File: src/rtl/multdiv_unit.sv
// ---------------------------------------------------------------------------
// multdiv_unit
//   Multi-cycle signed multiply/divide unit for the execute stage. A start
//   pulse latches the operands, the unit iterates, then presents the result
//   for exactly one cycle in DONE with data_resultRDY high. The stall logic
//   holds the pipeline while busy is high. abort (branch flush) cancels an
//   in-flight op without a ready pulse.
//
//   Multiply: radix-4 Booth, WIDTH/2 iterations, full 2*WIDTH product.
//   Divide  : non-restoring on magnitudes, WIDTH iterations, sign fix-up at
//             the end, quotient truncated toward zero.
//
// Parameters
//   WIDTH           operand/result width; must be even and >= 4
// Ports
//   clock           rising-edge clock
//   reset           asynchronous, active-high; clears all state
//   ctrl_MULT       start signed multiply (wins if ctrl_DIV is also high)
//   ctrl_DIV        start signed divide
//   abort           cancel in-flight op; outranks everything but reset
//   data_operandA   multiplicand / dividend, latched on the start edge
//   data_operandB   multiplier / divisor, latched on the start edge
//   data_result     product low WIDTH bits / quotient, held until next DONE
//   data_exception  product overflow, divide-by-zero or MIN/-1
//   data_resultRDY  one-cycle pulse while the result is fresh
//   busy            high in MUL, DIV and DONE
// ---------------------------------------------------------------------------
module multdiv_unit #(
  parameter int WIDTH = 32
) (
  input  logic             clock,
  input  logic             reset,
  input  logic             ctrl_MULT,
  input  logic             ctrl_DIV,
  input  logic             abort,
  input  logic [WIDTH-1:0] data_operandA,
  input  logic [WIDTH-1:0] data_operandB,
  output logic [WIDTH-1:0] data_result,
  output logic             data_exception,
  output logic             data_resultRDY,
  output logic             busy
);

  localparam int CW = $clog2(WIDTH) + 1;  // holds WIDTH without wrapping
  localparam int PW = 2 * WIDTH;          // full product width
  localparam int RW = WIDTH + 2;          // partial remainder spans +/-2*divisor

  localparam logic [CW-1:0]    C_HALF = CW'(WIDTH / 2);
  localparam logic [CW-1:0]    C_FULL = CW'(WIDTH);
  localparam logic [WIDTH-1:0] C_MIN  = {1'b1, {(WIDTH-1){1'b0}}};

  typedef enum logic [1:0] {S_IDLE, S_MUL, S_DIV, S_DONE} state_t;

  state_t           r_state;
  logic [CW-1:0]    r_cnt;

  // Multiply datapath: multiplicand is sign-extended and shifted left two
  // places per iteration so each Booth digit lands at its own weight.
  logic [PW-1:0]    r_mcand;
  logic [WIDTH-1:0] r_mplier;
  logic             r_prev;
  logic [PW-1:0]    r_acc;

  // Divide datapath: r_quo starts as the dividend magnitude and shifts its
  // bits into the remainder while quotient bits shift in from the right.
  logic [RW-1:0]    r_rem;
  logic [WIDTH-1:0] r_quo;
  logic [WIDTH-1:0] r_dvsr;
  logic             r_neg_q;
  logic             r_div_ovf;

  logic [WIDTH-1:0] r_result;
  logic             r_exc;
  logic             r_rdy;
  logic             r_busy;

  logic [PW-1:0]    w_pp;
  logic [PW-1:0]    w_acc_next;
  logic             w_mul_ovf;
  logic [RW-1:0]    w_dvsr_ext;
  logic [RW-1:0]    w_rem_shift;
  logic [RW-1:0]    w_rem_next;
  logic [WIDTH-1:0] w_quo_next;
  logic [WIDTH-1:0] w_quo_signed;
  logic [WIDTH-1:0] w_a_mag;
  logic [WIDTH-1:0] w_b_mag;

  // Booth radix-4 digit selection from {b[2i+1], b[2i], b[2i-1]}.
  // NOTE: every always_comb output gets a default first so no latch is inferred.
  always_comb begin
    w_pp = '0;
    case ({r_mplier[1:0], r_prev})
      3'b001, 3'b010: w_pp = r_mcand;
      3'b011:         w_pp = r_mcand << 1;
      3'b100:         w_pp = -(r_mcand << 1);
      3'b101, 3'b110: w_pp = -r_mcand;
      default:        w_pp = '0;
    endcase
  end

  assign w_acc_next = r_acc + w_pp;

  // Overflow when the upper half plus the low-half sign bit are not all equal.
  assign w_mul_ovf = (r_acc[PW-1:WIDTH-1] != {(WIDTH+1){r_acc[WIDTH-1]}});

  // Non-restoring step: subtract while the remainder is non-negative,
  // add back otherwise; quotient bit is 1 when the new remainder is >= 0.
  assign w_dvsr_ext   = {2'b00, r_dvsr};
  assign w_rem_shift  = {r_rem[RW-2:0], r_quo[WIDTH-1]};
  assign w_rem_next   = r_rem[RW-1] ? (w_rem_shift + w_dvsr_ext)
                                    : (w_rem_shift - w_dvsr_ext);
  assign w_quo_next   = {r_quo[WIDTH-2:0], ~w_rem_next[RW-1]};
  assign w_quo_signed = r_neg_q ? -r_quo : r_quo;

  // Magnitudes; MIN maps onto itself, which is 2^(WIDTH-1) read unsigned.
  assign w_a_mag = data_operandA[WIDTH-1] ? -data_operandA : data_operandA;
  assign w_b_mag = data_operandB[WIDTH-1] ? -data_operandB : data_operandB;

  // NOTE: asynchronous reset sits in the sensitivity list so outputs clear
  // immediately, even mid-operation.
  always_ff @(posedge clock or posedge reset) begin
    if (reset) begin
      r_state   <= S_IDLE;
      r_cnt     <= '0;
      r_mcand   <= '0;
      r_mplier  <= '0;
      r_prev    <= 1'b0;
      r_acc     <= '0;
      r_rem     <= '0;
      r_quo     <= '0;
      r_dvsr    <= '0;
      r_neg_q   <= 1'b0;
      r_div_ovf <= 1'b0;
      r_result  <= '0;
      r_exc     <= 1'b0;
      r_rdy     <= 1'b0;
      r_busy    <= 1'b0;
    end else begin
      // NOTE: non-blocking assignments throughout, so every register samples
      // the pre-edge values regardless of statement order.
      r_rdy <= 1'b0;
      if (abort) begin
        r_state <= S_IDLE;
        r_busy  <= 1'b0;
      end else begin
        case (r_state)
          S_IDLE, S_DONE: begin
            r_cnt <= '0;
            if (ctrl_MULT) begin
              r_mcand  <= {{WIDTH{data_operandA[WIDTH-1]}}, data_operandA};
              r_mplier <= data_operandB;
              r_prev   <= 1'b0;
              r_acc    <= '0;
              r_state  <= S_MUL;
              r_busy   <= 1'b1;
            end else if (ctrl_DIV) begin
              r_rem     <= '0;
              r_quo     <= w_a_mag;
              r_dvsr    <= w_b_mag;
              r_neg_q   <= data_operandA[WIDTH-1] ^ data_operandB[WIDTH-1];
              r_div_ovf <= (data_operandA == C_MIN) && (data_operandB == '1);
              r_state   <= S_DIV;
              r_busy    <= 1'b1;
            end else begin
              r_state <= S_IDLE;
              r_busy  <= 1'b0;
            end
          end

          S_MUL: begin
            if (r_cnt == C_HALF) begin
              r_result <= r_acc[WIDTH-1:0];
              r_exc    <= w_mul_ovf;
              r_rdy    <= 1'b1;
              r_state  <= S_DONE;
            end else begin
              r_acc    <= w_acc_next;
              r_mcand  <= r_mcand << 2;
              r_mplier <= {{2{r_mplier[WIDTH-1]}}, r_mplier[WIDTH-1:2]};
              r_prev   <= r_mplier[1];
              r_cnt    <= r_cnt + CW'(1);
            end
          end

          S_DIV: begin
            if (r_dvsr == '0) begin
              r_result <= '0;
              r_exc    <= 1'b1;
              r_rdy    <= 1'b1;
              r_state  <= S_DONE;
            end else if (r_cnt == C_FULL) begin
              r_result <= w_quo_signed;
              r_exc    <= r_div_ovf;
              r_rdy    <= 1'b1;
              r_state  <= S_DONE;
            end else begin
              r_rem <= w_rem_next;
              r_quo <= w_quo_next;
              r_cnt <= r_cnt + CW'(1);
            end
          end
        endcase
      end
    end
  end

  assign data_result    = r_result;
  assign data_exception = r_exc;
  assign data_resultRDY = r_rdy;
  assign busy           = r_busy;

endmodule
File: config.mk
export PLATFORM = sky130hd
export DESIGN_NAME = multdiv_unit
export DESIGN_NICKNAME = d
export VERILOG_FILES = /design/src/rtl/multdiv_unit.sv
export SDC_FILE = /design/constraint.sdc
export NUM_CORES = 1
export LEC_CHECK = 0
export BUFFER_PORTS_ARGS = -buffer_cell sky130_fd_sc_hd__buf_2
export CORE_UTILIZATION = 55
export DETAILED_ROUTE_END_ITERATION = 12
export PLACE_DENSITY = 0.77
export RECOVER_POWER = 25
export SLEW_MARGIN = 25
export SYNTH_ARGS = -nofsm -noshare
export SYNTH_HDL_FRONTEND = slang
export SYNTH_SLANG_ARGS = --single-unit
File: constraint.sdc
create_clock -name clock -period 21.8 [get_ports clock]
set_input_delay 4.36 -clock clock [delete_from_list [all_inputs] [get_ports clock]]
set_output_delay 4.36 -clock clock [all_outputs]
set_load 0.05 [all_outputs]
==> flow_summary.yaml, run 1 <==
outcome:
  status: "finished, violations left"
  violations: "capacitance limit, slew limit"
yosys:
  synth_top_cell_by_area: "dfrtp_1"
  yosysWarnings: 0
  yosysMostFrequentCell: "nand2_1"
  synthFlopType: "dfrtp_1"
  synth_top_area_share_pct: 31.8
  synth_edf_count: 0
  synth.avg_cell_area_um2: 7.88
  synthDistinctLibCells: 76
  syn_inst: 3036
  syn_area_mm2: 0.0239
  yosysSeqAreaShare_pct: 31.8
  async_reset_ff_share_pct: 100
  syn-num-nets: 3213
  ys_ff_latch: 304
  synth_area_leaders: "dfrtp_1, a21oi_1, xor2_1"
  synthTopCellsByCount: "nand2_1, a21oi_1, dfrtp_1, nor2_1, o21ai_0"
worst_setup_path:
  worstPathMaxFanout: 101
  critPathSlowestCell: "clkbuf_1"
  crit_required_ns: 22.38
  cp_slowest_stage_delay_ns: 2.99
  critical_path.top_delay_family: "buffers and inverters"
  r2r_slack_ns: 14.79
  cp_num_buf_inv: 4
  path_class: "in2async"
  cp-end-kind: "async pin"
  cp-start-kind: "primary input"
  path_cells: "buf_2 > clkinvlp_2 > clkbuf_1 > buf_4"
  arrival_ns: 11.06
finish:
  diodes: 0
  fin_util_pct: 60.1
  areaGrowthSynthToFinish_pct: 8.04
  final_cells: 3593
  final_cell_area_mm2: 0.0258
  drive_gt1_share_pct: 7.51
  fin_nets: 3159
run:
  max-cap-violations: 3
routing:
  via_per_inst: 6.40
  drcViolationCount: 0
  drtPass1Iterations: 6
  drtIter0Drc: 2712
  antenna_left: 0
  num_vias: 23000
  routedWlPerCell_um: 20.4
  drt_wl_total_um: 73400
clocking:
  clk_pin_slew_ns: 0.06
  insertion_delay_ns: 0.57
  post_cts_buffers: 0
  numCtsBuffers: 37
  cts_max_level: 2
  clock_sinks: 304
  root_buffer: "clkbuf_16"
  cts_tree: "yes"
  ctsLongestPathBuffers: 3
  holdBufCountCts: 0
  cts-resized-gates: 0
floorplan:
  die_w_um: 211
  row_count: 76
  coreArea_mm2: 0.0430
  ioPinCount: 104
  initial_core_util_pct: 55.7
  die_y_um: 211
  dieArea_mm2: 0.0443
grt:
  antenna_found_initial: 1
  grt_usage_pct: 33.1
  grt_max_degree: 112
  grt_pass1_vias: 21400
  grt.overflow.total: 0
  grt_pass1_wl_um: 117000
hold_path:
  hold_class: "reg2reg"
power:
  p_leak_nw: 11.0
  ir_drop_uv: 133
  power.density_mw_per_mm2: 192
timing:
  worst-slew-pin-transition_ns: 4.45
  period_share_pct: 48.1
  worst_slack_ns: 11.32
  setup_viol: 0
  fmax_ghz: 0.0954
  rsz0062_at_grt: "no"
  relSlewSlack_pct: -198
  final-max-slew-violation-count: 247
  finalClockSkew_ns: 0.0156
  fin_crit_ns: 10.48
  fin_setup_tns_ns: 0
  final-hold-violation-count: 0
place:
  placedCellCount: 3528
  hpwl_um: 52800
  pre_cts_ws_ns: 13.84
  port_buffers: 103
  postPlaceCellArea_mm2: 0.0246
  place_congestion: 0.945
[final cells by class]
cell class | instances | area (um^2)
Clock inverter | 10 | 131
Sequential cell | 304 | 7610
Timing Repair Buffer | 132 | 728
Inverter | 55 | 208
Clock buffer | 55 | 1110
Tap cell | 585 | 732
Multi-Input combinational cell | 2452 | 15300
Fill cell | 3835 | 17100
[path summary, 6_finish.rpt]
kind	cells after the start	startpoint	end
worst max-delay path	4	reset	r_acc[36]
worst min-delay path	2	r_rem[9]	r_rem[9]
worst max register to register	20	r_mcand[15]	r_acc[63]
worst min register to register	2	r_rem[9]	r_rem[9]
max in group clock	8	abort	r_quo[10]
min in group asynchronous	2	reset	r_quo[14]
[logic make-up after synthesis]
| group | share of synthesized area [%] |
|---|---|
| DFF | 31.8 |
| adders and majority gates | 5.71 |
| xor gates and xnor gates | 10.8 |
| muxes | 3.53 |
| buffers and inverters | 4.46 |
| and+or+nand+nor | 19.2 |
| AOI/OAI and AO/OA | 24.6 |
[through the flow]
stage	hold WS, ns	total power [mW]
floorplan	0.444	3.49
global placement	0.461	4.16
detailed placement	0.474	4.25
CTS	0.488	4.92
global route	0.518	5.35
finish	0.487	4.97
[power breakdown]
| group | internal (mW) | switching (mW) |
|---|---|---|
| Clock | 0.379 | 0.261 |
| Combinational | 1.18 | 2.00 |
| Sequential | 0.812 | 0.336 |
| Total | 2.37 | 2.60 |
[metal layers]
layer / track usage [%] / part of all wire [%] / up-vias
li1: - / - / 10800
met1: 44.3 / 42 / 11000
met2: 52.8 / 46 / 1028
met3: 4.38 / 7.2 / 200
met4: 16.4 / 5.2 / 0
met5: 0 / 0 / -
[cell usage in the layout (no fill, tap or decap), types with 20 or more instances in the layout]
| cell | n |
|---|---|
| nand2_1 | 352 |
| xor2_1 | 178 |
| o21ai_0 | 268 |
| and3_1 | 34 |
| inv_1 | 51 |
| buf_4 | 26 |
| or3_1 | 40 |
| buf_2 | 102 |
| nor2_1 | 287 |
| o31ai_1 | 56 |
| nor4_1 | 20 |
| a22oi_1 | 46 |
| a21o_1 | 55 |
| nand3_1 | 36 |
| ha_1 | 104 |
| nand4_1 | 33 |
| xnor2_1 | 116 |
| a31oi_1 | 49 |
| mux2i_1 | 82 |
| clkbuf_16 | 38 |
| a221oi_1 | 21 |
| or4_1 | 29 |
| nand2b_1 | 26 |
| nor3_1 | 55 |
| dfrtp_1 | 301 |
| a21oi_1 | 345 |
[registers in the layout, indices dropped and copies added (netlist names)]
name,flops
r_acc,64
r_mcand,64
r_rem,34
data_result,32
r_dvsr,32
r_mplier,32
r_quo,32
r_cnt,6
r_state,2
busy,1
data_exception,1
data_resultRDY,1
r_div_ovf,1
r_neg_q,1
r_prev,1
[tightest hold or removal path, cell delays in order (launching register included)]
cell,delay [ns]
dfrtp_1,0.35
nand2_1,0.05
o31ai_1,0.05
No activity file was read; power rests on OpenSTA's default activity.
==> inputs of run 2 (changes only) <==
--- a/config.mk
+++ b/config.mk
@@ -8,7 +8,7 @@
 export BUFFER_PORTS_ARGS = -buffer_cell sky130_fd_sc_hd__buf_2
 export CORE_UTILIZATION = 55
 export DETAILED_ROUTE_END_ITERATION = 12
-export PLACE_DENSITY = 0.77
+export PLACE_DENSITY = 0.8
 export RECOVER_POWER = 25
 export SLEW_MARGIN = 25
 export SYNTH_ARGS = -nofsm -noshare
==> constraint.sdc (replaced) <==
create_clock -name clock -period 9.1 [get_ports clock]
set_input_delay 1.82 -clock clock [delete_from_list [all_inputs] [get_ports clock]]
set_output_delay 1.82 -clock clock [all_outputs]
set_load 0.05 [all_outputs]
==> run 2 against run 1 <==
Net effect: the run still ends with capacitance limit, slew limit left; hold slack about the same; via count increased by 0.90%; non-clock buffer count decreased by 1; first-iteration DRC count decreased by 7.9%; design area decreased by 0.47%; register-to-register slack got worse by 12 ns; sequential share of layout area increased by 0.14 points; total power increased by 140%; core utilization decreased by 0.28 points; flip-flop and latch count unchanged; routed wire length decreased by 1.4%; combinational power increased by 140%; largest power group unchanged.
==> flow_summary.yaml, run 2 (synthesized netlist as in run 1, its figures left out) <==
floorplan:
  row_count: 76
  die_y_um: 211
  initial_core_util_pct: 55.7
  dieArea_mm2: 0.0443
  ioPinCount: 104
  coreArea_mm2: 0.0430
  die_w_um: 211
worst_setup_path:
  cp-start-kind: "flip-flop"
  cp-end-kind: "flip-flop"
  arrival_ns: 7.05
  path_class: "reg2reg"
  worstPathMaxFanout: 9
  crit_required_ns: 9.58
clocking:
  cts-resized-gates: 0
  cts_max_level: 2
  post_cts_buffers: 0
  numCtsBuffers: 37
  root_buffer: "clkbuf_16"
  holdBufCountCts: 0
  clock_sinks: 304
  clk_pin_slew_ns: 0.06
  cts_tree: "yes"
  insertion_delay_ns: 0.57
  ctsLongestPathBuffers: 3
power:
  cellInternalPower_mw: 5.57
  finalPower_mw: 11.7
  switching_share_pct: 52.4
  ir_drop_uv: 247
  power_frac_seq_pct: 23.4
  combPwrFrac_pct: 64.5
  p_leak_nw: 10.8
  power.density_mw_per_mm2: 455
  netSwitchingPower_mw: 6.13
  clockPowerShare_pct: 12.1
run:
  max-cap-violations: 6
grt:
  antenna_found_initial: 12
  grt_pass1_vias: 21700
  grt_usage_pct: 32.6
  grt_max_degree: 114
  grt.overflow.total: 0
  grt_pass1_wl_um: 116000
timing:
  fmax_ghz: 0.152
  final-hold-violation-count: 0
  setup_viol: 0
  worst_hold_slack_ns: 0.487
  final-max-slew-violation-count: 321
  worst_slack_ns: 2.53
  rsz0062_at_grt: "no"
  relSlewSlack_pct: -154
  finalClockSkew_ns: 0.0264
  period_share_pct: 72.2
  fin_setup_tns_ns: 0
  fin_crit_ns: 6.57
  worst-slew-pin-transition_ns: 3.81
finish:
  final_common_cell: "nand2_1"
  final_cell_area_mm2: 0.0257
  largest_registers: "r_acc (64), r_mcand (64), r_rem (34)"
  final.fill_count: 3774
  drive_gt1_share_pct: 6.32
  areaGrowthSynthToFinish_pct: 7.53
  regArea_mm2: 0.00761
  layout_common_cells: "nand2_1, a21oi_1, dfrtp_1"
  multi_input_area_mm2: 0.0153
  fin_nets: 3158
place:
  hpwl_um: 52200
  pre_cts_ws_ns: 2.61
  place_congestion: 0.959
  postPlaceCellArea_mm2: 0.0246
  port_buffers: 103
routing:
  antenna_left: 0
  num_vias: 23200
  routedWlPerCell_um: 20.1
  drtPass1Iterations: 6
  drcViolationCount: 0
  via_per_inst: 6.44
  drtIter0Drc: 2499
  drt_wl_total_um: 72400
outcome:
  status: "finished, violations left"
  violations: "capacitance limit, slew limit"
hold_path:
  hold_class: "reg2reg"
## run 2: metrics by stage
stage               util [%]  cells
floorplan                  -   3036
global placement        57.2   3527
detailed placement      57.2   3527
CTS                     59.9   3591
global route            59.9   3603
finish                  59.9   3603
## run 2: routing by layer
layer / up-vias / routed length (um) / GRT usage (%)
met5: - / 0 / 0
met2: 1028 / 33100 / 51.8
met4: 0 / 3130 / 15.6
met1: 11200 / 29900 / 43.0
li1: 10800 / - / -
met3: 212 / 6270 / 5.71
## run 2: cell type report
type                            count  area share, %
Antenna cell                       12          0.117
Clock buffer                       54           4.00
Clock inverter                     10          0.375
Inverter                           55          0.807
Multi-Input combinational cell   2452           59.6
Sequential cell                   304           29.6
Tap cell                          585           2.85
Timing Repair Buffer              131           2.62
## run 2: power groups by stage
stage	registers [mW]	clock network (mW)	logic [mW]
floorplan	2.58	0	5.79
CTS	2.70	1.44	7.41
global route	2.80	1.49	8.32
finish	2.73	1.42	7.55
global placement	2.68	0	7.15
detailed placement	2.72	0	7.37
## run 2: worst paths after layout
kind	start	end	slack (ns)	depth (start not counted)
max	r_mcand[15]	r_acc[63]	2.53	20
min	r_rem[18]	r_rem[18]	0.49	2
max reg2reg	r_mcand[15]	r_acc[63]	2.53	20
min reg2reg	r_rem[18]	r_rem[18]	0.49	2
max in group asynchronous	reset	r_quo[16]	3.22	3
min in group asynchronous	reset	data_result[1]	1.64	2
## run 2: worst max-delay path, cell delays in order (launching register included)
cell and delay, ns:
dfrtp_1 0.48, or4_4 0.58, or4_1 0.56, nor4_4 0.50, or4b_4 0.58, or3_1 0.35
or3_4 0.35, or3_4 0.34, nor3b_1 0.16, a221o_1 0.30, ha_1 0.34, a21oi_1 0.21
o21bai_1 0.08, a21oi_1 0.20, o21ai_0 0.14, a21oi_1 0.21, nor2_1 0.10, nor4b_1 0.40
o21ai_0 0.22, a211oi_1 0.27, o21bai_1 0.14
